### config.mk
export PLATFORM = sky130hd
export DESIGN_NAME = multdiv_iter
export DESIGN_NICKNAME = d
export VERILOG_FILES = /design/src/rtl/multdiv_iter_pkg.sv /design/src/rtl/iter_counter.sv /design/src/rtl/multdiv_iter.sv
export SDC_FILE = /design/constraint.sdc
export NUM_CORES = 1
export LEC_CHECK = 0
export CORE_MARGIN = 5
export CORE_UTILIZATION = 45
export CTS_CLUSTER_DIAMETER = 80
export DETAILED_ROUTE_END_ITERATION = 8
export GPL_TIMING_DRIVEN = 0
export HOLD_SLACK_MARGIN = 0.12
export PLACE_DENSITY = 0.61
export REMOVE_ABC_BUFFERS = 1
export SLEW_MARGIN = 20
export SYNTH_ARGS = -nofsm -noshare
export SYNTH_HDL_FRONTEND = slang
export SYNTH_SLANG_ARGS = --single-unit
### constraint.sdc
create_clock -name clk -period 13.75 [get_ports clk]
set_input_delay 2.75 -clock clk [delete_from_list [all_inputs] [get_ports clk]]
set_output_delay 2.75 -clock clk [all_outputs]
set_load 0.05 [all_outputs]
### src/rtl/multdiv_iter_pkg.sv
// Shared types and constants for the iterative multiply/divide unit.
package multdiv_iter_pkg;

    localparam int unsigned WIDTH = 32;
    localparam int unsigned CNT_W = $clog2(WIDTH);

    localparam logic [WIDTH-1:0] INT_MIN = {1'b1, {(WIDTH-1){1'b0}}};

    typedef enum logic [1:0] {
        IDLE = 2'd0,
        MULT = 2'd1,
        DIV  = 2'd2,
        DONE = 2'd3
    } state_t;

    // Magnitude of a two's complement value; INT_MIN maps to 2^(WIDTH-1) as unsigned.
    function automatic logic [WIDTH-1:0] abs_val(input logic [WIDTH-1:0] x);
        return x[WIDTH-1] ? (~x + WIDTH'(1)) : x;
    endfunction

endpackage

### src/rtl/iter_counter.sv
// Iteration counter: counts steps while enabled, cleared on each new start.
module iter_counter
    import multdiv_iter_pkg::*;
(
    input  logic             clk,
    input  logic             res,
    input  logic             en,
    input  logic             clr,
    output logic [CNT_W-1:0] count,
    output logic             wrap_c
);

    // Up counter with synchronous clear taking priority over increment.
    always_ff @(posedge clk or posedge res) begin
        if (res) begin
            count <= '0;
        end else if (clr) begin
            count <= '0;
        end else if (en) begin
            count <= count + CNT_W'(1);
        end
    end

    // Last step of a pass: the counter is about to wrap back to zero.
    assign wrap_c = (count == '1);

endmodule

### src/rtl/multdiv_iter.sv
// Iterative signed multiply (radix-2 Booth) / divide (restoring) unit, one step per cycle.
module multdiv_iter
    import multdiv_iter_pkg::*;
(
    input  logic             clk,
    input  logic             res,
    input  logic             ctrl_MULT,
    input  logic             ctrl_DIV,
    input  logic [WIDTH-1:0] data_operandA,
    input  logic [WIDTH-1:0] data_operandB,
    output logic [WIDTH-1:0] data_result,
    output logic             data_exception,
    output logic             data_resultRDY,
    output logic             busy
);

    state_t             state;
    state_t             state_next;
    logic               start_mult;
    logic               start_div;
    logic               start;
    logic               step_en;
    logic               wrap_c;
    logic [CNT_W-1:0]   count;

    // Booth datapath
    logic [2*WIDTH:0]   prod;
    logic [2*WIDTH:0]   prod_next;
    logic [WIDTH-1:0]   mcand;
    logic [WIDTH:0]     hi_ext;
    logic [WIDTH:0]     a_ext;
    logic [WIDTH:0]     booth_sum;
    logic [WIDTH:0]     mul_upper;
    logic               mul_ovf;

    // Restoring divide datapath
    logic [WIDTH-1:0]   dvd_mag;
    logic [WIDTH-1:0]   dvs_mag;
    logic [WIDTH-1:0]   rem;
    logic [WIDTH-1:0]   rem_next;
    logic [WIDTH-1:0]   quo;
    logic [CNT_W-1:0]   bit_idx;
    logic [WIDTH:0]     shifted;
    logic [WIDTH:0]     dvs_ext;
    logic               ge;
    logic               is_div;
    logic               neg;
    logic               div_zero;
    logic               div_ovf;

    logic [WIDTH-1:0]   fin_result;
    logic               fin_exc;

    assign start = start_mult | start_div;

    iter_counter u_iter_counter (
        .clk    (clk),
        .res    (res),
        .en     (step_en),
        .clr    (start),
        .count  (count),
        .wrap_c (wrap_c)
    );

    // State register.
    always_ff @(posedge clk or posedge res) begin
        if (res) begin
            state <= IDLE;
        end else begin
            state <= state_next;
        end
    end

    // Next state; a start strobe overrides whatever is in flight, multiply wins a tie.
    always_comb begin
        state_next = state;
        start_mult = ctrl_MULT;
        start_div  = ctrl_DIV & ~ctrl_MULT;
        step_en    = 1'b0;
        case (state)
            IDLE: state_next = IDLE;
            MULT, DIV: begin
                step_en = 1'b1;
                if (wrap_c) begin
                    state_next = DONE;
                end
            end
            DONE:    state_next = IDLE;
            default: state_next = IDLE;
        endcase
        if (start_mult) begin
            state_next = MULT;
        end else if (start_div) begin
            state_next = DIV;
        end
    end

    // One Booth step: add/sub multiplicand into the sign-extended upper half, then shift.
    always_comb begin
        hi_ext = {prod[2*WIDTH], prod[2*WIDTH:WIDTH+1]};
        a_ext  = {mcand[WIDTH-1], mcand};
        case (prod[1:0])
            2'b01:   booth_sum = hi_ext + a_ext;
            2'b10:   booth_sum = hi_ext - a_ext;
            default: booth_sum = hi_ext;
        endcase
        prod_next = {booth_sum, prod[WIDTH:1]};
    end

    // One restoring step: bring down the next dividend bit MSB-first, subtract if it fits.
    always_comb begin
        bit_idx  = CNT_W'(WIDTH - 1) - count;
        shifted  = {rem, dvd_mag[bit_idx]};
        dvs_ext  = {1'b0, dvs_mag};
        ge       = (shifted >= dvs_ext);
        rem_next = ge ? WIDTH'(shifted - dvs_ext) : WIDTH'(shifted);
    end

    // Final result selection and exception flags.
    always_comb begin
        mul_upper = prod[2*WIDTH:WIDTH];
        mul_ovf   = ~((&mul_upper) | ~(|mul_upper));
        if (is_div) begin
            if (div_zero) begin
                fin_result = '0;
            end else begin
                fin_result = neg ? (~quo + WIDTH'(1)) : quo;
            end
            fin_exc = div_zero | div_ovf;
        end else begin
            fin_result = prod[WIDTH:1];
            fin_exc    = mul_ovf;
        end
    end

    // Operand capture on start, then one iteration per cycle in the active state.
    always_ff @(posedge clk or posedge res) begin
        if (res) begin
            prod     <= '0;
            mcand    <= '0;
            dvd_mag  <= '0;
            dvs_mag  <= '0;
            rem      <= '0;
            quo      <= '0;
            is_div   <= 1'b0;
            neg      <= 1'b0;
            div_zero <= 1'b0;
            div_ovf  <= 1'b0;
        end else if (start) begin
            prod     <= {WIDTH'(0), data_operandB, 1'b0};
            mcand    <= data_operandA;
            dvd_mag  <= abs_val(data_operandA);
            dvs_mag  <= abs_val(data_operandB);
            rem      <= '0;
            quo      <= '0;
            is_div   <= start_div;
            neg      <= data_operandA[WIDTH-1] ^ data_operandB[WIDTH-1];
            div_zero <= (data_operandB == '0);
            div_ovf  <= (data_operandA == INT_MIN) && (data_operandB == '1);
        end else if (state == MULT) begin
            prod <= prod_next;
        end else if (state == DIV) begin
            rem <= rem_next;
            quo <= {quo[WIDTH-2:0], ge};
        end
    end

    // Registered outputs: result/flag load and RDY strobe in DONE, busy from start to RDY.
    always_ff @(posedge clk or posedge res) begin
        if (res) begin
            data_result    <= '0;
            data_exception <= 1'b0;
            data_resultRDY <= 1'b0;
            busy           <= 1'b0;
        end else begin
            data_resultRDY <= 1'b0;
            if (state == DONE) begin
                data_result    <= fin_result;
                data_exception <= fin_exc;
                data_resultRDY <= 1'b1;
            end
            if (start) begin
                busy <= 1'b1;
            end else if (state == DONE) begin
                busy <= 1'b0;
            end
        end
    end

endmodule
After elaboration in Yosys (flattened, before gate mapping)
Index checks and enable logic that the tools add are counted.

storage, ports and cells
  bits in registers = 271
  input bits = 68
  output and inout bits = 35
  word-level logic and storage cells = 90

cells by class
  add/subtract/negate cells = 8
  order comparisons = 2
  equality and inequality tests = 10
  muxes and demuxes = 28
  bitwise gates (word level) = 11
  reduce and logical (&&, ||, !) cells = 14

operator list
  operator               count
  $mux 32                12
  $mux 65                2
  $add 32x1->32 const B  3
  $not 32->32            3
  $pmux 33 s2            1
  $eq 32x32->1 const B   2
  $add 32x32->33         1
  $ge 33x32->1           1
  $reduce_and 33->1      1
  $reduce_or 33->1       1
  $sub 32x32->33         1
  $logic_not 32->1       1
  $sub 32x32->32         1
  $mux 5                 2
  $reduce_bool 2->1      4
  $eq 2x2->1 const B     3
  $lt 5x6->1 const B     1
  $mux 1                 6
  $mux 2                 3
  $add 5x1->5 const B    1
  $bmux 1 s5             1
  $eq 5x5->1 const B     1
  $sub 5x5->5 const A    1
  $eq 2x1->1 const B     2
  12 further kinds       18

Depth between registers and ports, before layout
Gate-level depths: netlist of the first run.

  word-level depth = 8
  mapped depth = 17
  gate-level depth less buffers = 17

Modules after synthesis
From an unflattened synthesis of the first run, not the netlist that was laid out.

second synthesis, totals
  cell total of the unflattened synthesis = 1,958
  area total of the unflattened synthesis = 17,329.1 um^2

by module, submodules not included
  module        instances  cells an instance  area each (um^2)  seq. area each (um^2)
  multdiv_iter  1          1,935              17,047.6          6,631.4
  iter_counter  1          23                 281.5             125.1

Least setup slack after synthesis of the first run
Ideal clock, no wire load.

  path kind = input to register
  start = input data_operandA[19]
  end = register dvd_mag[30]
  setup time = 0.129 ns
  data arrival time = 4.790 ns
  required time = 13.621 ns
  path slack = 8.832 ns
  stages = 8
  path buffers = 0
  cells stage by stage = or4_4 -> nor4_4 -> nand2b_2 -> or4_4 -> or3_4 -> o31ai_4 -> xor2_1 -> o21ai_1

between the ends
  longest elaborated chain between the ends = 3

ends and longest elaborated chain
  item                    RTL line                RTL
  start: declaration      multdiv_iter.sv:9       input logic [WIDTH-1:0] data_operandA,
  $not 32->32             multdiv_iter_pkg.sv:18  return x[WIDTH-1] ? (~x + WIDTH'(1)) : x;
  $add 32x1->32           multdiv_iter_pkg.sv:18
  $mux 32                 multdiv_iter_pkg.sv:18
  end signal: assignment  multdiv_iter.sv:152     dvd_mag <= abs_val(data_operandA);
  end: declaration        multdiv_iter.sv:37      logic [WIDTH-1:0] dvd_mag;

No other way between the ends.
A chain may end at the register's enable or synchronous reset.

Worst setup path in the final report of the first run
  start = input data_operandB[0]
  end = register dvs_mag[30]

between the ends
  longest elaborated chain between the ends = 3

ends and longest elaborated chain
  item                    RTL line                RTL
  start: declaration      multdiv_iter.sv:10      input logic [WIDTH-1:0] data_operandB,
  $not 32->32             multdiv_iter_pkg.sv:18
  $add 32x1->32           multdiv_iter_pkg.sv:18
  $mux 32                 multdiv_iter_pkg.sv:18
  end signal: assignment  multdiv_iter.sv:153     dvs_mag <= abs_val(data_operandB);
  end: declaration        multdiv_iter.sv:38      logic [WIDTH-1:0] dvs_mag;

No other way between the ends.

==> results of run 1 <==
[synth_stat cells, types with 14 or more instances]
cell type	count
o31ai_1	25
a21o_1	28
o21ai_0	203
o211ai_1	31
nor2b_1	16
o21a_1	16
a22o_1	31
dfrtp_1	270
a31oi_1	19
nor4_1	29
clkbuf_1	102
o41ai_1	18
nand2_1	322
nand2b_1	17
xnor2_1	75
xor2_1	89
inv_1	66
nor2_1	132
mux2i_1	48
or3_1	32
and3_1	14
a22oi_1	20
nand4_1	42
nor3_1	26
ha_1	76
nand3_1	26
a21oi_1	118
[stage by stage]
| stage | utilization [%] | setup slack [ns] |
|---|---|---|
| finish | 52.5 | 8.28 |
| floorplan | - | 3.56 |
| detailed placement | 49.5 | 7.76 |
| global placement | 48.4 | -1.25 |
| CTS | 52.5 | 8.33 |
| global route | 52.5 | 7.99 |
[layout by cell type (no fill, tap or decap), types with 8 or more instances in the layout]
cell and n:
and2_1 11, and3_1 14, mux2i_1 48, nor2_1 129
or4_1 13, mux4_2 10, a21o_1 28, xnor2_1 75
o211ai_1 31, o21a_1 16, nor3_1 26, o41ai_1 18
clkdlybuf4s50_1 100, xor2_1 89, a31oi_1 19, or3_1 32
nand3b_1 8, a32o_1 12, nand2_1 322, a211oi_1 12
a22o_1 31, a21oi_1 117, ha_1 73, nand3_1 26
nor2b_1 16, o31ai_1 25, dfrtp_1 270, nand2b_1 17
clkbuf_16 38, inv_1 64, buf_16 8, nand4_1 42
a22oi_1 20, nor4_1 28, o21ai_0 203
[per-layer routing]
| layer | GRT usage [%] | up-vias | share of wire (%) |
|---|---|---|---|
| met5 | 0 | - | 0 |
| met4 | 6.19 | 0 | 2.1 |
| met3 | 3.54 | 66 | 4.9 |
| met2 | 36.0 | 347 | 47 |
| met1 | 31.5 | 7581 | 46 |
| li1 | - | 7616 | - |
[cell families (layout without fill, tap and decap cells)]
group | Yosys count | in the layout | share of synthesized area (%)
compound gates | 609 | 609 | 22.1
buf+inv | 183 | 250 | 3.87
simple gates | 713 | 713 | 18.7
flops | 270 | 270 | 37.7
xor+xnor | 164 | 164 | 8.01
mux | 59 | 59 | 4.00
fa+ha+maj | 78 | 78 | 5.53
[final cells by class]
class | count | area [sq um] | area share, %
Inverter | 67 | 259 | 1.25
Clock inverter | 13 | 93.8 | 0.452
Tap cell | 525 | 657 | 3.16
Sequential cell | 270 | 6760 | 32.5
Clock buffer | 52 | 1070 | 5.17
Multi-Input combinational cell | 1623 | 10500 | 50.8
Timing Repair Buffer | 118 | 1380 | 6.63
[worst max path at each step]
stage	startpoint	to	slack [ns]
2_1_floorplan	res	busy	3.56
3_3_place_gp	ctrl_DIV	rem[27]	-1.25
3_5_place_dp	data_operandB[0]	dvs_mag[30]	7.76
4_1_cts	data_operandB[0]	dvs_mag[26]	8.33
5_1_grt	u_iter_counter.count[0]	rem[25]	7.99
6_report	data_operandB[0]	dvs_mag[30]	8.28
[flip-flops by register name (all words and copies together), names as in the netlist]
| signal | flops |
|---|---|
| prod | 65 |
| data_result | 32 |
| dvs_mag | 32 |
| mcand | 32 |
| quo | 32 |
| rem | 32 |
| dvd_mag | 31 |
| u_iter_counter.count | 5 |
| state | 2 |
| busy | 1 |
| data_exception | 1 |
| data_resultRDY | 1 |
| div_ovf | 1 |
| div_zero | 1 |
| is_div | 1 |
| neg | 1 |
[worst register-to-register path: stages (launching register included)]
cell,delay (ns)
dfrtp_1,0.75
mux4_2,0.62
mux4_2,0.48
mux2i_1,0.45
ha_1,0.30
nor2b_1,0.07
o31ai_1,0.35
a21oi_1,0.21
o2111a_1,0.34
o211ai_2,0.28
a21oi_2,0.23
nor2_2,0.76
o211ai_1,0.22
[power breakdown]
| part | switching (mW) | internal (mW) | leakage [nW] |
|---|---|---|---|
| clock | 0.367 | 0.546 | 0.578 |
| combinational | 0.382 | 0.238 | 5.11 |
| sequential | 0.0617 | 0.864 | 3.41 |
| total | 0.811 | 1.65 | 9.10 |
==> impl_metrics.csv, run 1 <==
group,metric,value,unit
synthesis,ys_ff_latch,270,
clock_tree,cts_buffer_depth,3,
clock_tree,postCtsSetupRepairBufs,0,
die,dieArea,43900,sq um
synthesis,synth_warnings,0,
synthesis,synth_top_area_cell,"dfrtp_1",
sta,max_freq,183,MHz
synthesis,postSynthCellCount,2076,
sta,relSlewSlack,30.7,%
layout,drive_gt1_share,5.74,%
worst_hold_path,holdCritPathClass,"flip-flop to flip-flop",
clock_tree,numCtsBuffers,36,
clock_tree,cts-root-buf,"clkbuf_16",
synthesis,synth.distinct_cells,79,
setup_path,end_kind,"flip-flop",
setup_path,cp_slowest_stage_delay,0.58,ns
synthesis,synth_top_area_share,37.7,%
status,status,"finished clean",
synthesis,yosysSeqAreaShare,37.7,%
detailed_routing,vias_per_cell,5.85,
placed_design,dpl.cell_count,2603,
global_routing,antenna_found_initial,0,
setup_path,r2r-end,"rem[8]",
clock_tree,cts.sinks,270,
power,total_power,2.46,mW
detailed_routing,route.detailed.drc,0,
setup_path,crit_path_cell_trace,"clkdlybuf4s50_1, inv_1, ha_1, or4b_1, nand2b_1, nand2b_1, nor4_1, nand2_1, o31ai_1, xor2_1, o21ai_0",
sta,worst_slew_pin_slew,1.04,ns
setup_path,worst_path_max_delay_cell,"clkdlybuf4s50_1",
worst_hold_path,hold_depth,2,
placed_design,dpl.hpwl,36300,um
layout,syn2layout_area_growth,15.8,%
die,start_util,45.3,%
layout,layout.cells.non_filler,2668,
sta,slew_violations,0,
power,power_density,118,nW/um^2
setup_path,startpoint_type,"input port",
clock_tree,postCtsHoldBufs,0,
die,rows,73,
detailed_routing,firstDrtPassIters,7,
detailed_routing,wl_per_cell,18.8,um
sta,fin_skew,0.0210,ns
detailed_routing,drtIter0Drc,1166,
setup_path,path_common_cell,"nand2b_1",
detailed_routing,ant_nets,0,
die,coreArea,39500,sq um
clock_tree,clkTransAtPathRegs,0.06,ns
synthesis,mappedNetlistArea,17900,sq um
layout,final_area,20800,sq um
setup_path,worstPathArrival,5.89,ns
synthesis,async_flop_share,100,%
sta,finalCriticalPeriod,5.47,ns
power,leakagePower,9.10,nW
setup_path,crit_family,"simple AND/OR/NAND/NOR gates",
clock_tree,cts_tree,"built",
detailed_routing,wl,50100,um
run,drv_cap,0,
die,io_pins,103,
global_routing,grt_usage,22.4,%
placed_design,place_area,19600,sq um
setup_path,rr_worst_depth,12,
die,die_h,210,um
layout,n_antenna_cell,0,
global_routing,grt_max_degree,82,
sta,setup_viol,0,
clock_tree,cts_max_level,2,
global_routing,grt_pass1_vias,15100,
synthesis,synth_edf_count,0,
power,ir_worst_vdd,98.3,uV
worst_hold_path,min_to,"dvd_mag[2]",
sta,final.setup.tns,0,ns
worst_hold_path,holdCritStartpoint,"dvd_mag[2]",
placed_design,place_congestion,0.910,
setup_path,rrSetupSlack,8.53,ns
layout,layout.nets,2262,
die,fp.dieW,210,um
setup_path,path_buf_inv,2,
synthesis,avgSynthCellArea,8.63,sq um
global_routing,grt_first_pass_wirelength,81300,um
global_routing,grt_overflow,0,
synthesis,ys.flop_type,"dfrtp_1",
setup_path,path_class,"input port to flip-flop",
setup_path,crit_path_max_fanout,5,
setup_path,cp.depth,11,
sta,hold_viol_final,0,
sta,min_period_over_period,39.8,%
setup_path,required,14.17,ns
sta,holdWs,0.472,ns
synthesis,yosys-top-cells-area,"dfrtp_1, nand2_1, o21ai_0, ha_1, xor2_1",
sta,rsz0062_at_grt,"no",
layout,num-fill-cells,3614,
setup_path,reg2reg_from,"u_iter_counter.count[0]",
clock_tree,postCtsResizedCells,0,
placed_design,portBuffers,102,
clock_tree,worstSkewPairLatency,0.54,ns
detailed_routing,num_vias,15600,
Note: power is estimated with default switching activity, not from simulation.
==> run 2, diff against run 1 <==
==> constraint.sdc (replaced) <==
create_clock -name clk -period 5.09 [get_ports clk]
set_input_delay 1.018 -clock clk [delete_from_list [all_inputs] [get_ports clk]]
set_output_delay 1.018 -clock clk [all_outputs]
set_load 0.05 [all_outputs]
==> impl_metrics.csv, run 2 (synthesis gave the netlist of run 1 again) <==
group,metric,value,unit
status,status,"finished clean",
clock_tree,cts_max_level,2,
placed_design,place_congestion,0.910,
clock_tree,cts_buffer_depth,3,
layout,layout.nets,2262,
power,leakagePower,9.11,nW
sta,finalCriticalPeriod,4.64,ns
setup_path,path_class,"flip-flop to flip-flop",
placed_design,portBuffers,102,
die,io_pins,103,
global_routing,grt_max_degree,82,
worst_hold_path,holdCritPathClass,"flip-flop to flip-flop",
sta,holdWs,0.473,ns
power,ir_worst_vdd,266,uV
global_routing,grt_pass1_vias,15100,
layout,final_area,20800,sq um
clock_tree,worstSkewPairLatency,0.54,ns
setup_path,required,5.49,ns
setup_path,crit_path_max_fanout,14,
setup_path,end_kind,"flip-flop",
layout,final_util,52.5,%
power,total_power,6.65,mW
detailed_routing,wl,50100,um
detailed_routing,wl_per_cell,18.8,um
global_routing,antenna_found_initial,0,
sta,max_freq,216,MHz
detailed_routing,num_vias,15600,
sta,setup_viol,0,
die,die_h,210,um
clock_tree,cts-root-buf,"clkbuf_16",
setup_path,rrSetupSlack,0.45,ns
sta,min_period_over_period,91.1,%
sta,worst_slew_pin_slew,1.02,ns
layout,n_antenna_cell,0,
clock_tree,postCtsResizedCells,3,
sta,rsz0062_at_grt,"no",
die,rows,73,
sta,relSlewSlack,31.9,%
placed_design,place_ws,-0.243,ns
die,fp.dieW,210,um
detailed_routing,vias_per_cell,5.85,
global_routing,grt_overflow,0,
detailed_routing,ant_nets,0,
setup_path,crit_path_start,"u_iter_counter.count[0]",
sta,fin_skew,0.0215,ns
die,dieArea,43900,sq um
global_routing,grt_first_pass_wirelength,81300,um
sta,final.setup.tns,0,ns
sta,hold_viol_final,0,
detailed_routing,firstDrtPassIters,5,
clock_tree,postCtsSetupRepairBufs,0,
clock_tree,numCtsBuffers,36,
placed_design,dpl.hpwl,36300,um
clock_tree,clkTransAtPathRegs,0.06,ns
sta,slew_violations,0,
layout,largest_reg_flops,65,
placed_design,dpl.cell_count,2603,
clock_tree,cts.sinks,270,
clock_tree,postCtsHoldBufs,0,
sta,worst_slack,0.451,ns
setup_path,crit_path_end,"rem[24]",
detailed_routing,drtIter0Drc,1195,
setup_path,rr_worst_depth,13,
layout,syn2layout_area_growth,16.0,%
layout,num-fill-cells,3610,
layout,regArea,6760,sq um
setup_path,startpoint_type,"flip-flop",
global_routing,grt_usage,22.4,%
layout,layout.cells.non_filler,2668,
die,start_util,45.3,%
setup_path,worstPathArrival,5.04,ns
run,drv_cap,0,
layout,drive_gt1_share,5.88,%
placed_design,place_area,19600,sq um
layout,regMostFlops,"prod",
power,power_density,320,nW/um^2
layout,layout_common_cells,"nand2_1, dfrtp_1, o21ai_0",
setup_path,r2r-end,"rem[24]",
setup_path,reg2reg_from,"u_iter_counter.count[0]",
die,coreArea,39500,sq um
layout,final_common_cell,"nand2_1",
layout,multi_input_area,10600,sq um
clock_tree,cts_tree,"built",
detailed_routing,route.detailed.drc,0,
[run 2: worst min path at each step]
stage                     start  cells after the start  slack, ns           to
floorplan               div_ovf                      2       0.44      div_ovf
global placement        div_ovf                      2       0.46      div_ovf
detailed placement  dvd_mag[29]                      2       0.47  dvd_mag[29]
CTS                 dvd_mag[29]                      2       0.48  dvd_mag[29]
global route        dvd_mag[29]                      2       0.50  dvd_mag[29]
finish               dvd_mag[2]                      2       0.47   dvd_mag[2]
[run 2: per-layer routing]
layer / wire length [um] / GRT usage [%]
met1: 23200 / 31.5
met2: 23400 / 36.0
met3: 2420 / 3.54
met4: 1070 / 6.35
met5: 0 / 0
[run 2: final cells by class]
class | count | share of cell area (%)
timing repair buffer | 118 | 6.63
sequential | 270 | 32.5
clock inverter | 13 | 0.452
multi-input combinational | 1623 | 50.8
inverter | 67 | 1.25
tap | 525 | 3.16
clock buffer | 52 | 5.17
[run 2: worst max-delay path, cell delays in order, from the launching register on]
cell,delay (ns)
dfrtp_2,0.58
mux4_2,0.57
mux4_2,0.51
mux2i_4,0.26
ha_1,0.25
nor2b_1,0.07
o31ai_1,0.35
a21oi_1,0.20
o2111a_1,0.34
o211ai_2,0.28
a21oi_2,0.23
buf_6,0.23
or3_1,0.35
a32o_1,0.25
[run 2: report_power, final]
| part | internal [mW] | leakage, nW | switching, mW |
|---|---|---|---|
| clock | 1.48 | 0.578 | 0.993 |
| combinational | 0.644 | 5.12 | 1.03 |
| sequential | 2.34 | 3.41 | 0.167 |
| total | 4.45 | 9.11 | 2.19 |
==> run 3, diff against run 2 <==
--- a/config.mk
+++ b/config.mk
@@ -5,13 +5,15 @@
 export SDC_FILE = /design/constraint.sdc
 export NUM_CORES = 1
 export LEC_CHECK = 0
+export ABC_AREA = 1
 export CORE_MARGIN = 5
 export CORE_UTILIZATION = 45
 export CTS_CLUSTER_DIAMETER = 80
 export DETAILED_ROUTE_END_ITERATION = 8
+export DONT_BUFFER_PORTS = 1
 export GPL_TIMING_DRIVEN = 0
 export HOLD_SLACK_MARGIN = 0.12
-export PLACE_DENSITY = 0.61
+export PLACE_DENSITY = 0.58
 export REMOVE_ABC_BUFFERS = 1
 export SLEW_MARGIN = 20
 export SYNTH_ARGS = -nofsm -noshare
==> impl_metrics.csv, run 3 <==
group,metric,value,unit
sta,relSlewSlack,24.5,%
die,fp.dieW,222,um
detailed_routing,vias_per_cell,5.43,
power,ir_worst_vdd,247,uV
setup_path,worstPathArrival,5.03,ns
status,status,"finished clean",
setup_path,cp_slowest_stage_delay,0.70,ns
layout,layout_common_cells,"nand2_1, inv_1, nor2_1",
layout,final_common_cell,"nand2_1",
clock_tree,clkTransAtPathRegs,0.06,ns
synthesis,synth_top_area_cell,"dfrtp_1",
global_routing,antenna_found_initial,2,
die,start_util,45.6,%
worst_hold_path,holdCritPathClass,"input port to asynchronous set/reset pin",
clock_tree,postCtsHoldBufs,0,
clock_tree,cts_max_level,2,
synthesis,async_flop_share,100,%
setup_path,crit_path_max_fanout,33,
sta,setup_viol,0,
detailed_routing,firstDrtPassIters,5,
synthesis,ys.flop_type,"dfrtp_1",
detailed_routing,wl_per_cell,18.3,um
sta,fin_skew,0.0151,ns
setup_path,path_buf_inv,2,
synthesis,ys_ff_latch,270,
synthesis,synth_warnings,0,
setup_path,path_common_cell,"nand2_1",
synthesis,yosysMostFrequentCell,"nand2_1",
die,dieArea,49100,sq um
synthesis,yosys-top-cells-area,"dfrtp_1, nand2_1, inv_1, nor2_1, nand3_1",
layout,regMostFlops,"prod",
global_routing,grt_max_degree,98,
synthesis,synth_top_family_by_area,"simple AND/OR/NAND/NOR gates",
sta,rsz0062_at_grt,"no",
detailed_routing,drtIter0Drc,1654,
synthesis,synth.distinct_cells,49,
global_routing,grt_first_pass_wirelength,106000,um
detailed_routing,num_vias,19700,
clock_tree,cts-root-buf,"clkbuf_16",
synthesis,synthXorXnorAreaFrac,2.52,%
synthesis,muxShareOfSynthArea,0.199,%
layout,layout.cells.non_filler,3631,
detailed_routing,ant_nets,0,
sta,holdWs,0.426,ns
clock_tree,worstSkewPairLatency,0.55,ns
global_routing,grt_usage,26.4,%
layout,syn2layout_area_growth,9.24,%
setup_path,required,5.47,ns
setup_path,path_class,"flip-flop to flip-flop",
setup_path,rrSetupSlack,0.43,ns
global_routing,grt_overflow,0,
synthesis,avgSynthCellArea,6.59,sq um
clock_tree,cts_buffer_depth,3,
synthesis,synthAdderAreaFrac,4.92,%
setup_path,worst_path_max_delay_cell,"dfrtp_1",
clock_tree,numCtsBuffers,35,
layout,drive_gt1_share,4.67,%
clock_tree,cts.sinks,270,
setup_path,crit_family,"simple AND/OR/NAND/NOR gates",
placed_design,dpl.cell_count,3569,
synthesis,postSynthCellCount,3060,
sta,hold_viol_final,0,
layout,largest_reg_flops,65,
placed_design,dpl.hpwl,51100,um
global_routing,grt_pass1_vias,18700,
synthesis,synth_edf_count,0,
detailed_routing,route.detailed.drc,0,
synthesis,synth_top_area_share,33.5,%
setup_path,crit_path_cell_trace,"clkinv_1, a21oi_1, o21ai_0, a21oi_1, nor2_1, nand2_1, nand2_1, ha_1, inv_1, nor2_1, nand3_1, nand3b_1, nand3_1, nor2_4, nand2_4, nand2_1, o21ai_0",
die,rows,77,
layout,n_antenna_cell,0,
clock_tree,cts_tree,"built",
run,drv_cap,0,
sta,max_freq,215,MHz
setup_path,startpoint_type,"flip-flop",
layout,layout.nets,3160,
die,coreArea,44200,sq um
sta,min_period_over_period,91.5,%
die,die_h,222,um
placed_design,place_congestion,0.928,
power,leakagePower,11.5,nW
clock_tree,postCtsSetupRepairBufs,0,
synthesis,mappedNetlistArea,20200,sq um
sta,slew_violations,0,
synthesis,synth-compound-area-share,14.1,%
synthesis,synthTopCellsByCount,"nand2_1, inv_1, nor2_1",
detailed_routing,wl,66600,um
sta,finalCriticalPeriod,4.66,ns
synthesis,yosysSeqAreaShare,33.5,%
placed_design,portBuffers,0,
clock_tree,postCtsResizedCells,1,
synthesis,synthSimpleGateAreaFrac,33.8,%
sta,worst_slew_pin_slew,1.13,ns
die,io_pins,103,
setup_path,end_kind,"flip-flop",
power,power_density,299,nW/um^2
[run 3: worst paths after layout]
path,from,endpoint,cells past startpoint
min in group clk,dvs_mag[2],dvs_mag[2],2
hold / removal,res,rem[4],1
setup / recovery,u_iter_counter.count[1],quo[0],17
max in group asynchronous,res,u_iter_counter.count[0],3
setup reg to reg,u_iter_counter.count[1],quo[0],17
hold reg to reg,dvs_mag[2],dvs_mag[2],2
[run 3: report_power, final]
part	leakage (nW)	internal (mW)	switching, mW
logic	7.54	0.407	0.921
registers	3.42	2.32	0.388
clock network	0.561	1.55	0.995
[run 3: cell families (layout without fill, tap and decap cells)]
kind of cell | after synthesis | after routing
muxes | 4 | 4
xor gates and xnor gates | 58 | 58
adders and majority gates | 78 | 78
AOI/OAI and AO/OA | 504 | 504
buffers and inverters | 564 | 543
and+or+nand+nor | 1582 | 1582
DFF | 270 | 270
[run 3: metal layers]
metal	up-vias	track usage, %	part of all wire, %
li1	9809	-	-
met1	9248	39.6	49
met2	549	38.4	41
met3	95	6.06	7.6
met4	2	6.90	2.8
met5	-	0	0.030
[run 3: stage by stage]
step                area (sq um)  setup slack (ns)  total power [mW]   TNS, ns  utilization (%)
floorplan                  19700             -4.44              3.60  -1588.42                -
global placement           20500            -12.13              4.01  -3869.88             46.3
detailed placement         20800           -0.0828              4.04    -0.288             47.1
CTS                        22000             0.145              6.62         0             49.8
global route               22000             0.142              6.91         0             49.8
finish                     22000             0.432              6.57         0             49.8
[run 3: final cells by class]
class	count	area [sq um]
inverters	468	1770
clock buffers	56	1040
multi-input cells	2226	11300
well taps	592	741
fillers	4585	22200
flip-flops and latches	270	6760
repair buffers	13	325
clock inverters	6	120
==> RTL change (settings of run 2) <==
The package constant `WIDTH` goes from 32 to 16.
--- a/src/rtl/multdiv_iter_pkg.sv
+++ b/src/rtl/multdiv_iter_pkg.sv
@@ -3,3 +3,3 @@
 
-    localparam int unsigned WIDTH = 32;
+    localparam int unsigned WIDTH = 16;
     localparam int unsigned CNT_W = $clog2(WIDTH);
Ports: changed (resized data_operandA, data_operandB and data_result); port bits go from 103 to 55. The function was not compared with the original's and may differ.
==> RTL change against run 2 <==
- first-iteration DRC count fell by 56%
- combinational power shrank 52%
- sequential cell count decreased by 129
- area after synthesis shrank 50%
- cell area down 50%
- setup slack better by 0.39 ns
- routed wire length shrank 56%
- total power is 48% lower
- highest routed layer unchanged
==> RTL change: results (changes against run 2) <==
LEAKAGE=4.57 nW (-50%); largest net degree at the start of global routing=85 (+3.7%); Final #Nets=1115 (-51%); port buffer count=54 (-47%); Core Util, Final=0.533 (+0.00798); CP max FO=20 (+6); number of global-route vias before repair=7058 (-53%); Final Skew=0.00893 ns (-0.0125 ns); TritonCTS Buffers=17 (-53%); max FFs per register=33 (-49%); buffering overhead=0.0634 (-0.00290); FF/Latch Area=3530 sq um (-48%); share of cells above drive strength 1=0.0611 (+0.00233); library cells used by synthesis=65 (-18%); M1 GR Usage=0.275 (-0.0398); Clock Latency Late Sink=0.42 ns (-0.12 ns); crit path DAT=4.53 ns (-0.51 ns); met3 wire len=914 microns (-62%); Finished Layout Cells=1312 (-51%); global-route wire length before repair=36300 microns (-55%); Synth area leaders=dfrtp_1 40%, ha_1 6.0%, o21ai_0 5.8%; status=finished, final reports clean; clock buf count=21 (-60%); GPL Wtd Cong=0.820 (-9.9%); placed cell areas=9730 sq um (-50%); Slew HR=0.384 (+0.0644); syn avg cell area=8.84 sq um (+2.4%)
## RTL change: changes by cell type in the layout (fill, tap and decap cells not counted), moves of 26 or more
cell	before	now
xor2_1	89	43
xnor2_1	75	37
nand2_1	322	137
dfrtp_1	269	141
o211ai_1	31	5
o21ai_0	202	103
clkdlybuf4s50_1	100	54
or3_1	32	4
nor2_1	129	64
ha_1	73	41
a21oi_1	117	66
nand4_1	42	13
## RTL change: final timing paths
| kind | start | endpoint | slack [ns] | cells past startpoint |
|---|---|---|---|---|
| max reg2reg | u_iter_counter.count[0] | rem[14] | 0.84 | 11 |
| min | div_ovf | div_ovf | 0.48 | 2 |
| min reg2reg | div_ovf | div_ovf | 0.48 | 2 |
| max in group asynchronous | res | dvd_mag[11] | 3.29 | 3 |
| min in group asynchronous | res | rem[9] | 1.02 | 2 |
| max | u_iter_counter.count[0] | rem[14] | 0.84 | 11 |
## RTL change: report_power, final
part,internal [mW],switching (mW)
logic,0.319,0.492
clock network,0.867,0.511
registers,1.22,0.0823
total,2.40,1.09
